===== src/rtl/f_out_stage.sv =====
// Output stage after the ALU function mux: 2-entry skid buffer with a
// valid/ready handshake, NZCV status register with carry feedback, and an
// accepted-result counter.
module f_out_stage #(
  parameter int unsigned DATA_WIDTH = 8,
  parameter int unsigned CNT_WIDTH  = 8
) (
  input  logic                  clk,
  input  logic                  rst_n,
  input  logic                  in_valid,
  output logic                  in_ready,
  input  logic [DATA_WIDTH-1:0] fin,
  input  logic                  ni,
  input  logic                  zi,
  input  logic                  ci,
  input  logic                  vi,
  input  logic                  flag_we,
  input  logic                  flag_clr,
  output logic                  out_valid,
  input  logic                  out_ready,
  output logic [DATA_WIDTH-1:0] dout,
  output logic [3:0]            dflags,
  output logic [3:0]            nzcv,
  output logic                  c_fb,
  output logic [CNT_WIDTH-1:0]  acc_cnt
);

  // Buffer entry layout: {result, n, z, c, v}
  localparam int unsigned PW = DATA_WIDTH + 4;

  localparam logic [1:0] EMPTY = 2'd0;
  localparam logic [1:0] ONE   = 2'd1;
  localparam logic [1:0] TWO   = 2'd2;

  logic [1:0]           state_q, state_d;
  logic                 in_ready_q, in_ready_d;
  logic                 out_valid_q, out_valid_d;
  logic [PW-1:0]        main_q, main_d;
  logic [PW-1:0]        skid_q, skid_d;
  logic [3:0]           nzcv_q, nzcv_d;
  logic [CNT_WIDTH-1:0] cnt_q, cnt_d;

  logic          acc_in;
  logic          acc_out;
  logic [PW-1:0] in_word;

  assign acc_in  = in_valid & in_ready_q;
  assign acc_out = out_valid_q & out_ready;
  assign in_word = {fin, ni, zi, ci, vi};

  // Next-state, buffer steering, status register and counter update
  always_comb begin
    state_d     = state_q;
    main_d      = main_q;
    skid_d      = skid_q;
    nzcv_d      = nzcv_q;
    cnt_d       = cnt_q;
    in_ready_d  = in_ready_q;
    out_valid_d = out_valid_q;

    case (state_q)
      EMPTY: begin
        if (acc_in) begin
          state_d = ONE;
          main_d  = in_word;
        end
      end
      ONE: begin
        if (acc_in && acc_out) begin
          main_d = in_word;
        end else if (acc_in) begin
          state_d = TWO;
          skid_d  = in_word;
        end else if (acc_out) begin
          state_d = EMPTY;
        end
      end
      TWO: begin
        // Upstream is stalled here, so only a drain can happen
        if (acc_out) begin
          state_d = ONE;
          main_d  = skid_q;
        end
      end
      default: begin
        state_d = EMPTY;
      end
    endcase

    in_ready_d  = (state_d != TWO);
    out_valid_d = (state_d != EMPTY);

    // Clear wins over a same-cycle flag load
    if (flag_clr) begin
      nzcv_d = 4'b0000;
    end else if (acc_in && flag_we) begin
      nzcv_d = {ni, zi, ci, vi};
    end

    if (acc_in) begin
      cnt_d = cnt_q + CNT_WIDTH'(1);
    end
  end

  // State and datapath registers
  always_ff @(posedge clk or negedge rst_n) begin
    if (!rst_n) begin
      state_q     <= EMPTY;
      in_ready_q  <= 1'b1;
      out_valid_q <= 1'b0;
      main_q      <= '0;
      skid_q      <= '0;
      nzcv_q      <= 4'b0000;
      cnt_q       <= '0;
    end else begin
      state_q     <= state_d;
      in_ready_q  <= in_ready_d;
      out_valid_q <= out_valid_d;
      main_q      <= main_d;
      skid_q      <= skid_d;
      nzcv_q      <= nzcv_d;
      cnt_q       <= cnt_d;
    end
  end

  assign in_ready  = in_ready_q;
  assign out_valid = out_valid_q;
  assign dout      = main_q[PW-1:4];
  assign dflags    = main_q[3:0];
  assign nzcv      = nzcv_q;
  assign c_fb      = nzcv_q[1];
  assign acc_cnt   = cnt_q;

endmodule

===== config.mk =====
export PLATFORM = sky130hd
export DESIGN_NAME = f_out_stage
export DESIGN_NICKNAME = d
export VERILOG_FILES = /design/src/rtl/f_out_stage.sv
export SDC_FILE = /design/constraint.sdc
export NUM_CORES = 1
export LEC_CHECK = 0
export BUFFER_PORTS_ARGS = -buffer_cell sky130_fd_sc_hd__buf_2
export CAP_MARGIN = 25
export CORE_UTILIZATION = 52
export CTS_BUF_LIST = sky130_fd_sc_hd__clkbuf_16
export DETAILED_ROUTE_END_ITERATION = 10
export PLACE_DENSITY = 0.89
export SYNTH_ARGS = -nofsm -noshare
export SYNTH_HDL_FRONTEND = slang
export SYNTH_SLANG_ARGS = --single-unit
export TNS_END_PERCENT = 100

===== constraint.sdc =====
create_clock -name clk -period 2.2 [get_ports clk]
set_input_delay 0.44 -clock clk [delete_from_list [all_inputs] [get_ports clk]]
set_output_delay 0.44 -clock clk [all_outputs]
set_load 0.005 [all_outputs]

==> results.cfg <==
[global_routing]
grt_pass1_vias = 1201
grt_max_degree = 41
antenna_found_initial = 0
overflow = 0
grt_usage_pct = 22.31
grt_pass1_wl_um = 5809

[clock_tree]
postCtsResizedCells = 0
clk_pin_slew_ns = 0.06
insertion_delay_ns = 0.28
cts_tree = yes
post_cts_buffers = 0
htree_levels = 2
hold_buffers = 0
cts-root-buf = clkbuf_16
cts_sinks = 40
clock_path_buffers = 2
cts_made_buffers = 5

[synthesis]
ys_seq_area_share_pct = 53.69
synth_warnings = 0
synth_edf_count = 0
synth_top_area_cell = dfrtp_1
syn_nets = 151
synth_cell_types = 27
syn_avg_cell_area_sq_um = 14.14
async_reset_ff_share_pct = 100.0
ys_ff_latch = 40
synth_top_cell_area_share_pct = 52.28
synthCells = 132
syn_area_sq_mm = 0.001867
synthTopCellsByArea = dfrtp_1 (52%), mux2_4 (14%), mux2_2 (11%), xnor2_1 (3.3%), nand2_1 (2.4%)
ys.flop_type = dfrtp_1

[flow_run]
cap_violations = 0

[floorplan]
die-area_sq_mm = 0.003833
initial_core_util_pct = 55.08
rows = 21
io_pins = 45
die_w_um = 61.92
core_area_sq_mm = 0.003390
fp.dieH_um = 61.92

[setup_path]
crit_path_start_kind = register
criticalPathCategory = reg2reg
cp_max_fo = 12
rr_endpoint = main_q[3]$_DFFE_PN0P_
r2r_start = in_ready$_DFF_PN1_
r2r_slack_ns = 0.44
worstPathRequired_ns = 2.37
rr_worst_depth = 4
cp-end-kind = register
cp.arrival_ns = 1.93

[timing]
fmax_ghz = 0.5669
hold_viol_final = 0
setup_tns_ns = 0
slew_headroom_pct = 43.56
finalCritPeriodShare_pct = 80.18
rsz0062_at_grt = false
setup_viol = 0
fin_worst_skew_ns = 0.003160
period_minus_slack_ns = 1.764
slew_violations = 0
tightest_slew_ns = 0.8467

[power_and_ir_drop]
p_leak_nw = 1.072
power_mw = 3.171
ir_drop_mv = 0.7518
p_per_area_mw_per_mm2 = 1410

[finish]
fillers = 236
drive_above_1_share_pct = 51.40
syn_to_final_growth_pct = 20.51
final_cell_mix = buf_2 (44), dfrtp_1 (39), mux2_4 (18), mux2_2 (18), nand2_1 (12)
nets = 197
final_common_cell = buf_2
num_antenna_cells = 0

[status]
status = finished, final reports clean

[place]
dp_hpwl_um = 2488
gp_congestion = 0.7729
io_buffers = 44

[routing]
drc_errors = 0
postRouteWirelength_um = 3730
first_iter_violations = 47
avgRoutedWirePerCell_um = 16.58
detail-route-antenna-nets = 0
dr_total_vias = 1215
via_per_inst = 5.400
drt-pass1-iter-count = 4

[min_path]
hold_class = in2async
sequential cells by signal, indices dropped and copies added, names as in the netlist:
name and cells:
skid_q 12, main_q 12, state_q 2, acc_cnt 8
out_valid 1, in_ready 1, nzcv 4
worst max path at each step:
stage                             startpoint                    end  slack, ns  cells past startpoint
after floorplan           in_ready$_DFF_PN1_  main_q[0]$_DFFE_PN0P_       0.56                      4
after global placement              in_valid  main_q[2]$_DFFE_PN0P_       0.49                      5
after detailed placement            in_valid  main_q[3]$_DFFE_PN0P_       0.44                      5
after CTS                 in_ready$_DFF_PN1_  main_q[3]$_DFFE_PN0P_       0.43                      4
after global routing      in_ready$_DFF_PN1_  main_q[3]$_DFFE_PN0P_       0.36                      4
final                     in_ready$_DFF_PN1_  main_q[3]$_DFFE_PN0P_       0.44                      4
cell usage after synthesis (2+ instances only):
cell / count
dfrtp_1: 39
mux2_2: 18
mux2_4: 18
nand2_1: 12
xnor2_1: 7
a21oi_1: 5
nand3_1: 5
nand4_1: 4
buf_6: 3
and2_1: 2
and3_1: 2
o21ai_0: 2
metrics by stage:
| stage | cell area (sq um) | cells | hold slack, ns | utilization, % | worst slack, ns |
|---|---|---|---|---|---|
| floorplan | 1867 | 132 | 0.1444 | - | 0.5621 |
| global placement | 2087 | 217 | 0.4569 | 61.57 | 0.4942 |
| detailed placement | 2087 | 217 | 0.4692 | 61.57 | 0.4384 |
| CTS | 2250 | 225 | 0.2920 | 66.37 | 0.4321 |
| global route | 2250 | 225 | 0.3189 | 66.37 | 0.3619 |
| finish | 2250 | 225 | 0.2628 | 66.37 | 0.4360 |
power by group:
part | leakage, nW | internal [mW] | switching (mW)
Clock | 0.0789 | 0.527 | 0.281
Sequential | 0.487 | 1.06 | 0.243
Combinational | 0.506 | 0.645 | 0.414
Total | 1.07 | 2.23 | 0.939
final cells by class:
type                       instances  area, sq um  share of cell area, %
sequential                        40         1002                  44.55
multi-input combinational         86        799.5                  35.54
timing repair buffer              45        227.7                  10.12
clock buffer                       5        125.1                  5.562
tap                               46        57.56                  2.558
clock inverter                     3        37.54                  1.669
metal layers:
layer  track usage (%)  up-vias  part of all wire (%)
met5                 0        -                     0
met4             8.254        0                   1.7
met3             8.075        5                   4.0
met2             36.41       29                    53
met1             27.30      620                    41
li1                  -      561                     -
logic make-up after synthesis:
logic type / after synthesis / synth area share (%)
flops: 40 / 53.69
compound gates: 12 / 4.826
buf+inv: 6 / 3.485
mux: 36 / 25.33
fa+ha+maj: 1 / 0.6701
xor+xnor: 7 / 3.284
simple gates: 30 / 8.712
worst max-delay path, stage by stage (launching register included):
cell and delay (ns):
dfstp_2 0.57, nand2_1 0.15, o32ai_2 0.28, buf_4 0.28, mux2_2 0.36
Power figures use the tool's default switching activity.
